### config.mk
export PLATFORM = sky130hd
export DESIGN_NAME = gpio_p2s_ctrl
export DESIGN_NICKNAME = d
export VERILOG_FILES = /design/src/rtl/gpio_p2s_ctrl.sv
export SDC_FILE = /design/constraint.sdc
export NUM_CORES = 1
export LEC_CHECK = 0
export CAP_MARGIN = 20
export CORE_UTILIZATION = 35
export DETAILED_ROUTE_END_ITERATION = 7
export GPL_ROUTABILITY_DRIVEN = 0
export PLACE_DENSITY = 0.66
export SYNTH_ARGS = -nofsm -noshare
export SYNTH_HDL_FRONTEND = slang
export SYNTH_SLANG_ARGS = --single-unit
### constraint.sdc
create_clock -name clk -period 4.9 [get_ports clk]
set_clock_uncertainty 0.05 [all_clocks]
set_input_delay 0.98 -clock clk [delete_from_list [all_inputs] [get_ports clk]]
set_output_delay 0.98 -clock clk [all_outputs]
set_load 0.02 [all_outputs]
### src/rtl/gpio_p2s_ctrl.sv
// gpio_p2s_ctrl: bus-written GPIO output register with a serial LED-chain shifter.
// Each LED write or refresh request shifts the LED field out on sclk/sout and
// then latches the chain with a pen pulse. Requests that arrive mid-frame
// collapse into one queued frame.
// Optional feature macro: GPIO_READBACK_EN (drives rdata from the registers).
module gpio_p2s_ctrl #(
  parameter int unsigned LED_W     = 16,
  parameter int unsigned CS_W      = 2,
  parameter int unsigned AUX_W     = 14,
  parameter int unsigned DIV       = 2,
  parameter bit          MSB_FIRST = 1'b1,
  parameter logic [31:0] LED_RST   = 32'h0000_002A
) (
  input  logic                          clk,
  input  logic                          rst,
  input  logic                          en,
  input  logic [AUX_W+LED_W+CS_W-1:0]   wdata,
  input  logic                          start,
  output logic [AUX_W-1:0]              aux_out,
  output logic [LED_W-1:0]              led_out,
  output logic [CS_W-1:0]               counter_set,
  output logic                          busy,
  output logic                          done,
  output logic                          sclk,
  output logic                          sout,
  output logic                          sclrn,
  output logic                          pen,
  output logic [AUX_W+LED_W+CS_W-1:0]   rdata
);

  localparam int unsigned DIV_CW = $clog2(2 * DIV);
  localparam int unsigned BIT_CW = $clog2(LED_W);
  localparam logic [LED_W-1:0] LED_RST_V = LED_W'(LED_RST);

  typedef enum logic [1:0] {ST_IDLE, ST_SHIFT, ST_LATCH} state_e;

  state_e              state_q, state_d;
  logic [AUX_W-1:0]    aux_q, aux_d;
  logic [LED_W-1:0]    led_q, led_d;
  logic [CS_W-1:0]     cs_q, cs_d;
  logic [LED_W-1:0]    snap_q, snap_d;
  logic [BIT_CW-1:0]   bit_q, bit_d;
  logic [DIV_CW-1:0]   div_q, div_d;
  logic                pend_q, pend_d;
  logic                busy_q, busy_d;
  logic                done_q, done_d;
  logic                pen_q, pen_d;
  logic                sclk_q, sclk_d;
  logic                sout_q, sout_d;
  logic                sclrn_q;

  logic                req;
  logic                last_phase;
  logic [LED_W-1:0]    new_snap;
  logic [LED_W-1:0]    shifted;

  // Next-state, register decode and serial output computation
  always_comb begin
    state_d = state_q;
    aux_d   = aux_q;
    led_d   = led_q;
    cs_d    = cs_q;
    snap_d  = snap_q;
    bit_d   = bit_q;
    div_d   = div_q;
    pend_d  = pend_q;

    req        = en | start;
    new_snap   = en ? wdata[CS_W +: LED_W] : led_q;
    last_phase = (div_q == DIV_CW'(2 * DIV - 1));
    shifted    = MSB_FIRST ? {snap_q[LED_W-2:0], 1'b0} : {1'b0, snap_q[LED_W-1:1]};

    if (en) begin
      cs_d  = wdata[CS_W-1:0];
      led_d = wdata[CS_W +: LED_W];
      aux_d = wdata[CS_W+LED_W +: AUX_W];
    end

    case (state_q)
      ST_IDLE: begin
        if (req) begin
          state_d = ST_SHIFT;
          snap_d  = new_snap;
          bit_d   = '0;
          div_d   = '0;
        end
      end
      ST_SHIFT: begin
        if (req) pend_d = 1'b1;
        if (last_phase) begin
          div_d  = '0;
          snap_d = shifted;
          bit_d  = bit_q + BIT_CW'(1);
          if (bit_q == BIT_CW'(LED_W - 1)) state_d = ST_LATCH;
        end else begin
          div_d = div_q + DIV_CW'(1);
        end
      end
      ST_LATCH: begin
        if (pend_q || req) begin
          state_d = ST_SHIFT;
          snap_d  = new_snap;
          bit_d   = '0;
          div_d   = '0;
          pend_d  = 1'b0;
        end else begin
          state_d = ST_IDLE;
        end
      end
      default: state_d = ST_IDLE;
    endcase

    busy_d = (state_d != ST_IDLE);
    pen_d  = (state_d == ST_LATCH);
    done_d = (state_d == ST_LATCH);
    sclk_d = (state_d == ST_SHIFT) && (div_d >= DIV_CW'(DIV));
    sout_d = (state_d == ST_SHIFT) && (MSB_FIRST ? snap_d[LED_W-1] : snap_d[0]);
  end

  // State and output registers with asynchronous reset
  always_ff @(posedge clk or posedge rst) begin
    if (rst) begin
      state_q <= ST_IDLE;
      aux_q   <= '0;
      led_q   <= LED_RST_V;
      cs_q    <= '0;
      snap_q  <= '0;
      bit_q   <= '0;
      div_q   <= '0;
      pend_q  <= 1'b0;
      busy_q  <= 1'b0;
      done_q  <= 1'b0;
      pen_q   <= 1'b0;
      sclk_q  <= 1'b0;
      sout_q  <= 1'b0;
      sclrn_q <= 1'b0;
    end else begin
      state_q <= state_d;
      aux_q   <= aux_d;
      led_q   <= led_d;
      cs_q    <= cs_d;
      snap_q  <= snap_d;
      bit_q   <= bit_d;
      div_q   <= div_d;
      pend_q  <= pend_d;
      busy_q  <= busy_d;
      done_q  <= done_d;
      pen_q   <= pen_d;
      sclk_q  <= sclk_d;
      sout_q  <= sout_d;
      sclrn_q <= 1'b1;
    end
  end

  assign aux_out     = aux_q;
  assign led_out     = led_q;
  assign counter_set = cs_q;
  assign busy        = busy_q;
  assign done        = done_q;
  assign pen         = pen_q;
  assign sclk        = sclk_q;
  assign sout        = sout_q;
  assign sclrn       = sclrn_q;

`ifdef GPIO_READBACK_EN
  assign rdata = {aux_q, led_q, cs_q};
`else
  assign rdata = '0;
`endif

endmodule

After elaboration in Yosys (flattened, before gate mapping)
Cells that the tools add are included.

Add/subtract/negate cells: 2. Magnitude comparators: 1. Equal/unequal tests: 10. Mux-type cells: 21. Bitwise logic cells: 1. Reduce and logical (&&, ||, !) cells: 9.

Operator list (number): $mux W16 (4); $pmux W16 S3 (1); $mux W2 (6); $mux W4 (3); $pmux W2 S3 (2); $pmux W4 S3 (1); $ne A2 B2 Y1 const B (4); $eq A2 B2 Y1 const B (3); $add A4 B1 Y4 const B (1); $eq A2 B1 Y1 const B (2); $eq A4 B4 Y1 const B (1); $reduce_and A4 Y1 (1); $reduce_bool A2 Y1 (2); $mux W1 (3); $reduce_and A3 Y1 (1); $reduce_bool A3 Y1 (1); $add A2 B1 Y2 const B (1); $ge A2 B2 Y1 const B (1); $logic_and A1 B1 Y1 (2); $logic_not A2 Y1 (1); $pmux W1 S2 (1); $logic_or A1 B1 Y1 (1); $or A1 B1 Y1 (1).

Bits in registers: 62. Input port bits: 36. Output and inout port bits: 70. Word-level logic and storage cells: 58.

Depth between registers and ports, before layout
Gate-level depths: netlist of run 1.

Depth after elaboration: 6. Mapped depth: 6. Mapped depth without buffers: 4.

Worst setup path after synthesis of run 1
OpenSTA, ideal clock, no wires.

Kind: input-to-reg. Start: input en. End: register snap_q[1]. Setup time: 126 ps. Arrival: 1942 ps. Data required time: 4724 ps. Slack: 2782 ps. Stages on the path: 5. Path buffers: 2. Cells stage by stage: buf_6 > buf_12 > mux2_4 > and3_1 > a221o_1.

Word-level cells in the longest chain between the ends: 4.

Ends and longest elaborated chain: from (decl) (line 16) `input logic en,`; $or A1 B1 Y1 (line 68) `req = en | start;`; $logic_or A1 B1 Y1 (line 100) `if (pend_q || req) begin`; $ne A2 B2 Y1 (no line); $reduce_and A4 Y1 (no line); to (signal assigned) (line 142) `snap_q <= snap_d;`; to (decl) (line 41) `logic [LED_W-1:0] snap_q, snap_d;`.

Several ways; a longest one is shown, not always the timed one. The select of a mux whose other input is x is not followed. A chain may end at the register's enable or synchronous reset.

Final worst setup path of run 1
Start: register led_q[1] (netlist: led_out[1]). End: output led_out[1].

RTL lines: from (decl) (line 39) `logic [LED_W-1:0] led_q, led_d;`; from (signal assigned) (line 140) `led_q <= led_d;`; to (decl) (line 20) `output logic [LED_W-1:0] led_out,`.

No word-level cell between the ends.

==> results.tsv, run 1 <==
stage	metric	value	unit
final_layout	layout-drive-gt1-share	18.3	%
final_layout	nFillCells	710	
worst_setup_path	cp-start-kind	flip-flop	
clock_tree	clk_latency	0.34	ns
outcome	status	finished clean	
timing	tns	0	ns
min_path	hold_path.class	flip-flop to flip-flop	
final_layout	areaGrowthSynthToFinish	30.4	%
synthesis	ys.flop_type	dfrtp_1	
drt	drcViolationCount	0	
synthesis	yosysWarnings	0	
worst_setup_path	cp.depth	1	
global_routing	grt_pass1_wl	8650	um
floorplanning	core-area	7770	um2
drt	wl_per_cell	13.3	um
worst_setup_path	worstSetupStartpoint	led_out[1]$_DFF_PP1_	
synthesis	yosysMostFrequentCell	dfrtp_1	
drt	avgViaCountPerCell	4.60	
worst_setup_path	max_stage_delay	0.60	ns
drt	ant_nets	0	
place	dp_cells	381	
timing	fmax	400	MHz
clock_tree	cts-root-buf	clkbuf_8	
drt	wirelength	5290	um
synthesis	synth_area_leader_cell	dfrtp_1	
clock_tree	cts_tree	built	
final_layout	fin_cells	397	
synthesis	avgSynthCellArea	13.0	um2
timing	fin_crit	2.50	ns
min_path	hold_depth	1	
timing	finalHoldViolCount	0	
timing	fin_ws	2.40	ns
worst_setup_path	slowest_stage	clkdlybuf4s50_1	
place	hpwlAfterDp	3500	um
drt	first_iter_violations	79	
synthesis	ys_ff_latch	62	
worst_setup_path	cp.arrival	1.47	ns
worst_setup_path	r2r_start	div_q[0]$_DFF_PP0_	
synthesis	synth_edf_count	0	
worst_setup_path	endpoint_kind	primary output	
worst_setup_path	cp.required	3.87	ns
synthesis	synthCells	217	
global_routing	first_global_vias	1765	
timing	hold_slack	0.456	ns
synthesis	synth_cell_types	35	
floorplanning	initial_utilization	36.4	%
run	drv_cap	0	
global_routing	overflow	0	
worst_setup_path	path_class	flip-flop to primary output	
timing	fin_crit_sh	51.1	%
floorplanning	die_area	8450	um2
clock_tree	hold_buffers	0	
drt	top_layer_used	met4	
floorplanning	row_count	32	
worst_setup_path	crit_family	buffers and inverters	
clock_tree	cts_buffer_depth	2	
synthesis	yosysSeqAreaShare	55.0	%
synthesis	async_flop_share	100	%
place	detailedPlace.worstSlack	2.14	ns
worst_setup_path	critPathBufInv	1	
drt	wl_met1	2430	um
timing	slew_viol_final	0	
synthesis	ys_top_cells_by_area	dfrtp_1 (52%), mux2_2 (9.2%), buf_4 (8.8%)	
clock_tree	cts_buffers	9	
drt	num_vias	1827	
timing	tightest_slew	0.906	ns
worst_setup_path	cp_cell_sequence	clkdlybuf4s50_1	
clock_tree	cts_sinks	62	
timing	grt_setup_unrepaired	false	
worst_setup_path	r2r_cells	4	
floorplanning	die_y	91.9	um
timing	final-setup-viol-count	0	
synthesis	syn-cell-area	2830	um2
power	ir_worst_vdd	0.000148	V
clock_tree	clk_pin_slew	0.07	ns
worst_setup_path	reg2reg_slack	2.85	ns
synthesis	yosys.area.top_type_share	52.2	%
power	leakagePower	1.68	nW
global_routing	antenna_found_initial	0	
drt	wl_met2	2480	um
power	power_density	463	nW/um2
clock_tree	cts_resized	0	
global_routing	track_usage	13.2	%
clock_tree	cts.htree.levels	3	
final_layout	antennaDiodeCount	0	
worst_setup_path	r2r-end	snap_q[4]$_DFFE_PP0P_	
place	port-buffer-count	73	
floorplanning	fp.dieW	91.9	um
final_layout	nets	328	
clock_tree	cts_setup_buffers	0	
drt	wl_met3	303	um
global_routing	grt_max_degree	39	
worst_setup_path	crit_fanout	2	
drt	first_pass_iters	4	
worst_setup_path	worstSetupEndpoint	led_out[1]	
floorplanning	io_pins	106	
synthesis	synth_common_cells	dfrtp_1 (59), buf_4 (33), mux2_2 (23), a221o_1 (15), and3_1 (15)	
timing	max_slew_margin	39.6	%
worst min-delay path by stage:
stage                                  from                 endpoint  slack [ns]
global route         aux_out[3]$_DFFE_PP0P_   aux_out[3]$_DFFE_PP0P_        0.47
detailed placement     snap_q[15]$_DFF_PP0_     snap_q[15]$_DFF_PP0_        0.44
finish               aux_out[9]$_DFFE_PP0P_   aux_out[9]$_DFFE_PP0P_        0.46
CTS                  aux_out[9]$_DFFE_PP0P_   aux_out[9]$_DFFE_PP0P_        0.46
floorplan              snap_q[15]$_DFF_PP0_     snap_q[15]$_DFF_PP0_        0.42
global placement    aux_out[13]$_DFFE_PP0P_  aux_out[13]$_DFFE_PP0P_        0.44
flip-flops by register name, summed over array words and instances (netlist names):
register	cells
aux_out	14
bit_q	4
busy	1
counter_set	2
div_q	2
led_out	16
pen	1
pend_q	1
sclk	1
sclrn	1
snap_q	16
sout	1
state_q	2
per-stage QoR:
| stage | power, mW | cell area (um2) | utilization, % |
|---|---|---|---|
| after floorplan | 1.08 | 2950 | - |
| after global placement | 1.19 | 3460 | 44.6 |
| after detailed placement | 1.21 | 3460 | 44.6 |
| after CTS | 1.73 | 3690 | 47.5 |
| after global routing | 1.82 | 3690 | 47.5 |
| final | 1.71 | 3690 | 47.5 |
cells in the final DEF (no fill, tap or decap), drive strengths merged:
cell type / n
nor2: 3
dfrtp: 59
ha: 2
nand3: 2
and3b: 1
clkbuf: 13
dfstp: 3
mux2i: 1
nand4: 1
and3: 15
nand2: 10
conb: 33
o22ai: 1
clkdlybuf4s50: 72
bufinv: 2
nor2b: 2
a211oi: 1
mux2: 32
a31o: 1
a21oi: 4
nand2b: 1
a211o: 1
nand3b: 1
buf: 2
clkinvlp: 1
a221o: 15
or3: 2
nor3: 2
o211ai: 1
o21ai: 6
inv: 5
power breakdown:
part           internal (mW)  switching [mW]  leakage, nW  total, mW
clock network          0.315           0.193        0.110      0.508
registers              0.633          0.0720        0.745      0.705
logic                  0.237           0.258        0.824      0.495
total                   1.19           0.522         1.68       1.71
per-layer routing:
layer,up-vias,global-route usage [%]
li1,853,-
met1,897,17.8
met2,68,19.9
met3,9,3.65
met4,0,5.47
met5,-,0
cell families (layout without fill, tap and decap cells):
logic type	count (synthesis)	count (layout)	share of synthesized area [%]
multiplexers	33	33	14.1
AND/OR/NAND/NOR	40	40	7.65
adder cells (fa/ha/maj)	2	2	0.884
buffers and inverters	48	95	12.8
other	2	33	0.265
AO/OA/AOI/OAI	30	30	9.33
flip-flops	62	62	55.0
layout make-up:
class	count	area, um2	area share [%]
clock buffers	13	159	4.31
flip-flops and latches	62	1560	42.1
well taps	102	128	3.46
inverters	5	18.8	0.508
clock inverters	3	67.6	1.83
multi-input cells	138	1030	27.9
repair buffers	74	733	19.9
(Power assumes the default switching activity.)
==> inputs of run 2 (changes only) <==
==> constraint.sdc (replaced) <==
create_clock -name clk -period 2.54 [get_ports clk]
set_clock_uncertainty 0.05 [all_clocks]
set_input_delay 0.508 -clock clk [delete_from_list [all_inputs] [get_ports clk]]
set_output_delay 0.508 -clock clk [all_outputs]
set_load 0.02 [all_outputs]
==> run 2 against run 1 <==
Compared with the run above: highest routed layer unchanged; die area is the same; via count fell by 1.7%; combinational power rose by 91%; register-to-register slack worse by 2.3 ns; final cell count rose by 0.76%; worst hold slack lost 0.00098 ns; critical endpoint unchanged; utilization rose by 0.39 points; critical path depth did not move; worst setup slack worse by 1.9 ns; clock power rose by 89%.
==> results.tsv, run 2 (same netlist as run 1, synthesis figures left out) <==
stage	metric	value	unit
power	ir_worst_vdd	0.000331	V
timing	fmax	493	MHz
clock_tree	cts_tree	built	
final_layout	antennaDiodeCount	0	
drt	wl_met3	332	um
final_layout	nFillCells	715	
drt	ant_nets	0	
final_layout	regArea	1560	um2
worst_setup_path	cp.arrival	1.47	ns
place	detailedPlace.worstSlack	0.382	ns
timing	finalHoldViolCount	0	
final_layout	nets	331	
timing	fin_ws	0.511	ns
floorplanning	initial_utilization	36.4	%
floorplanning	io_pins	106	
global_routing	first_global_vias	1727	
final_layout	mostFrequentLayoutCells	clkdlybuf4s50_1 (72), dfrtp_1 (59), conb_1 (33)	
timing	tightest_slew	0.711	ns
min_path	hold_depth	1	
clock_tree	cts_resized	0	
drt	first_pass_iters	4	
power	leakagePower	1.69	nW
clock_tree	cts_buffers	9	
clock_tree	hold_buffers	0	
final_layout	post-route-util	47.9	%
timing	grt_setup_unrepaired	false	
drt	wirelength	5090	um
worst_setup_path	cp.depth	1	
floorplanning	die_area	8450	um2
final_layout	multi_input_area	1030	um2
worst_setup_path	r2r_cells	4	
worst_setup_path	crit_fanout	2	
final_layout	final_area	3720	um2
drt	avgViaCountPerCell	4.49	
outcome	status	finished clean	
drt	drcViolationCount	0	
floorplanning	die_y	91.9	um
worst_setup_path	cp_cell_sequence	clkdlybuf4s50_1	
clock_tree	cts.htree.levels	3	
timing	fin_crit	2.03	ns
place	placed_area	3500	um2
worst_setup_path	slowest_stage	clkdlybuf4s50_1	
clock_tree	cts_sinks	62	
worst_setup_path	cp.required	1.98	ns
timing	fin_crit_sh	79.9	%
global_routing	grt_max_degree	28	
final_layout	areaGrowthSynthToFinish	31.5	%
clock_tree	clk_pin_slew	0.07	ns
clock_tree	cts_buffer_depth	2	
clock_tree	clk_latency	0.34	ns
worst_setup_path	path_class	flip-flop to primary output	
drt	top_layer_used	met4	
global_routing	track_usage	12.9	%
timing	slew_viol_final	0	
timing	max_slew_margin	52.6	%
worst_setup_path	endpoint_kind	primary output	
min_path	hold_path.class	flip-flop to flip-flop	
worst_setup_path	crit_family	buffers and inverters	
timing	final-setup-viol-count	0	
floorplanning	core-area	7770	um2
final_layout	layout_commonest_cell	clkdlybuf4s50_1	
global_routing	overflow	0	
global_routing	grt_pass1_wl	8430	um
power	power_density	875	nW/um2
run	drv_cap	0	
floorplanning	row_count	32	
place	port-buffer-count	73	
timing	tns	0	ns
drt	num_vias	1796	
drt	wl_met1	2340	um
place	hpwlAfterDp	3530	um
final_layout	layout-drive-gt1-share	19.8	%
drt	wl_per_cell	12.7	um
drt	wl_met2	2380	um
floorplanning	fp.dieW	91.9	um
clock_tree	cts-root-buf	clkbuf_8	
worst_setup_path	max_stage_delay	0.60	ns
worst_setup_path	critPathBufInv	1	
global_routing	antenna_found_initial	0	
worst_setup_path	cp-start-kind	flip-flop	
clock_tree	cts_setup_buffers	0	
drt	first_iter_violations	54	
-- run 2: metrics by stage --
step / instances / hold WS, ns / power (mW)
6_report: 400 / 0.455 / 3.26
5_1_grt: 400 / 0.471 / 3.47
4_1_cts: 400 / 0.460 / 3.30
3_5_place_dp: 384 / 0.445 / 2.33
3_3_place_gp: 384 / 0.439 / 2.30
2_1_floorplan: 248 / 0.421 / 2.08
-- run 2: routing by layer --
| metal | GRT usage, % | vias up |
|---|---|---|
| li1 | - | 857 |
| met1 | 17.1 | 870 |
| met2 | 19.3 | 66 |
| met3 | 4.31 | 3 |
| met4 | 5.47 | 0 |
| met5 | 0 | - |
-- run 2: cell type report --
class	count	share of cell area [%]
clock inverters	7	2.62
flip-flops and latches	62	41.8
multi-input cells	138	27.7
repair buffers	77	20.6
clock buffers	9	3.33
well taps	102	3.43
inverters	5	0.504
-- run 2: path summary, 6_finish.rpt --
path	startpoint	endpoint	slack, ns
worst min register to register	counter_set[0]$_DFFE_PP0P_	counter_set[0]$_DFFE_PP0P_	0.45
max in group asynchronous	rst	led_out[1]$_DFF_PP1_	1.27
min in group asynchronous	rst	aux_out[12]$_DFFE_PP0P_	0.51
worst max register to register	div_q[0]$_DFF_PP0_	snap_q[12]$_DFFE_PP0P_	0.54
worst max-delay path	led_out[1]$_DFF_PP1_	led_out[1]	0.51
worst min-delay path	counter_set[0]$_DFFE_PP0P_	counter_set[0]$_DFFE_PP0P_	0.45
-- run 2: report_power, final --
group / internal (mW) / switching, mW / total (mW)
registers: 1.22 / 0.133 / 1.35
clock network: 0.555 / 0.403 / 0.958
logic: 0.463 / 0.482 / 0.945
total: 2.24 / 1.02 / 3.26
==> inputs of run 3 (changes only) <==
==> constraint.sdc (replaced) <==
create_clock -name clk -period 2.11 [get_ports clk]
set_clock_uncertainty 0.05 [all_clocks]
set_input_delay 0.422 -clock clk [delete_from_list [all_inputs] [get_ports clk]]
set_output_delay 0.422 -clock clk [all_outputs]
set_load 0.02 [all_outputs]
==> run 3 against run 2 <==
Compared with the run above: cell area increased by 1.7%; flip-flop and latch count unchanged; worst hold slack got worse by 0.14 ns; routed wire length increased by 2.7%; critical path depth unchanged; largest cell class unchanged; total power increased by 22%; final cell count increased by 1.5%; global-route usage increased by 0.64 points; worst setup slack got worse by 0.33 ns; first-iteration DRC count increased by 56%; register-to-register slack got worse by 0.06 ns; utilization increased by 0.81 points.
==> results.tsv, run 3 (same netlist as run 1, synthesis figures left out) <==
stage	metric	value	unit
final_layout	antennaDiodeCount	0	
drt	num_vias	1868	
worst_setup_path	cp_cell_sequence	clkdlybuf4s50_1	
worst_setup_path	cp.required	1.64	ns
timing	grt_setup_unrepaired	false	
drt	avgViaCountPerCell	4.60	
final_layout	nets	337	
power	ir_worst_vdd	0.000717	V
floorplanning	core-area	7770	um2
clock_tree	cts_setup_buffers	0	
timing	tns	0	ns
worst_setup_path	worstSetupStartpoint	led_out[1]$_DFF_PP1_	
drt	ant_nets	0	
timing	finalHoldViolCount	0	
final_layout	nFillCells	730	
worst_setup_path	r2r_cells	4	
worst_setup_path	cp-start-kind	flip-flop	
global_routing	overflow	0	
worst_setup_path	r2r_start	div_q[0]$_DFF_PP0_	
drt	drcViolationCount	0	
clock_tree	clk_latency	0.34	ns
global_routing	grt_pass1_wl	8740	um
floorplanning	die_area	8450	um2
outcome	status	finished clean	
worst_setup_path	crit_fanout	2	
worst_setup_path	max_stage_delay	0.59	ns
worst_setup_path	crit_family	buffers and inverters	
drt	wl_per_cell	12.9	um
run	drv_cap	0	
worst_setup_path	worstSetupEndpoint	led_out[1]	
drt	first_iter_violations	84	
timing	final-setup-viol-count	0	
worst_setup_path	slowest_stage	clkdlybuf4s50_1	
final_layout	mostFrequentLayoutCells	clkdlybuf4s50_1 (72), dfrtp_1 (59), conb_1 (33)	
worst_setup_path	cp.depth	1	
floorplanning	initial_utilization	36.4	%
clock_tree	cts_buffers	9	
global_routing	track_usage	13.6	%
worst_setup_path	critPathBufInv	1	
final_layout	layout_commonest_cell	clkdlybuf4s50_1	
floorplanning	io_pins	106	
place	port-buffer-count	73	
floorplanning	die_y	91.9	um
worst_setup_path	path_class	flip-flop to primary output	
floorplanning	row_count	32	
clock_tree	clk_pin_slew	0.07	ns
power	power_density	1050	nW/um2
clock_tree	cts_buffer_depth	2	
timing	fin_crit	1.93	ns
timing	fmax	517	MHz
clock_tree	hold_buffers	0	
drt	wirelength	5230	um
clock_tree	cts_resized	0	
worst_setup_path	r2r-end	snap_q[5]$_DFFE_PP0P_	
worst_setup_path	reg2reg_slack	0.48	ns
clock_tree	cts_sinks	62	
timing	slew_viol_final	0	
timing	fin_crit_sh	91.6	%
place	hpwlAfterDp	3720	um
worst_setup_path	endpoint_kind	primary output	
final_layout	post-route-util	48.7	%
timing	hold_slack	0.310	ns
clock_tree	cts.htree.levels	3	
global_routing	antenna_found_initial	0	
final_layout	areaGrowthSynthToFinish	33.7	%
clock_tree	cts-root-buf	clkbuf_8	
floorplanning	fp.dieW	91.9	um
power	leakagePower	1.73	nW
worst_setup_path	cp.arrival	1.46	ns
global_routing	grt_max_degree	27	
global_routing	first_global_vias	1861	
drt	first_pass_iters	4	
final_layout	layout-drive-gt1-share	21.1	%
min_path	hold_path.class	input pin to asynchronous set/reset pin	
clock_tree	cts_tree	built	
[run 3: changes by cell type in the layout (fill, tap and decap cells not counted), sizes merged]
cell,delta
buf,+6
clkbuf,+1
clkinv,+1
clkinvlp,-1
inv,-1
[run 3: final cells by class]
cell class	instances	area, um2	share of cell area, %
inverter	5	18.8	0.496
clock inverter	6	86.3	2.28
clock buffer	10	128	3.37
multi-input combinational	138	1030	27.2
timing repair buffer	83	838	22.2
tap	102	128	3.37
sequential	62	1560	41.1
[run 3: metrics by stage]
| step | total power, mW | instances | setup WS [ns] | area (um2) |
|---|---|---|---|---|
| after floorplan | 2.50 | 248 | 0.102 | 2950 |
| after global placement | 2.84 | 390 | 0.188 | 3570 |
| after detailed placement | 2.89 | 390 | 0.155 | 3570 |
| after CTS | 4.03 | 406 | 0.153 | 3780 |
| after global routing | 4.22 | 406 | 0.132 | 3780 |
| final | 3.98 | 406 | 0.177 | 3780 |
[run 3: layer usage]
| metal | GRT usage (%) | part of all wire, % |
|---|---|---|
| met2 | 21.5 | 48 |
| met3 | 5.56 | 5.9 |
| met4 | 5.86 | 1.7 |
| met1 | 16.3 | 45 |
| met5 | 0 | 0 |
[run 3: how the worst min path moves through the flow]
stage / startpoint / to / slack, ns / cells after the start
2_1_floorplan: snap_q[15]$_DFF_PP0_ / snap_q[15]$_DFF_PP0_ / 0.42 / 1
3_3_place_gp: aux_out[13]$_DFFE_PP0P_ / aux_out[13]$_DFFE_PP0P_ / 0.44 / 1
3_5_place_dp: aux_out[8]$_DFFE_PP0P_ / aux_out[8]$_DFFE_PP0P_ / 0.44 / 1
4_1_cts: rst / aux_out[5]$_DFFE_PP0P_ / 0.30 / 2
5_1_grt: rst / aux_out[5]$_DFFE_PP0P_ / 0.32 / 2
6_report: rst / aux_out[5]$_DFFE_PP0P_ / 0.31 / 2
[run 3: power breakdown]
group	total, mW	switching, mW	leakage [nW]	internal, mW
Combinational	1.22	0.597	0.881	0.619
Clock	1.12	0.458	0.106	0.663
Sequential	1.64	0.171	0.745	1.47
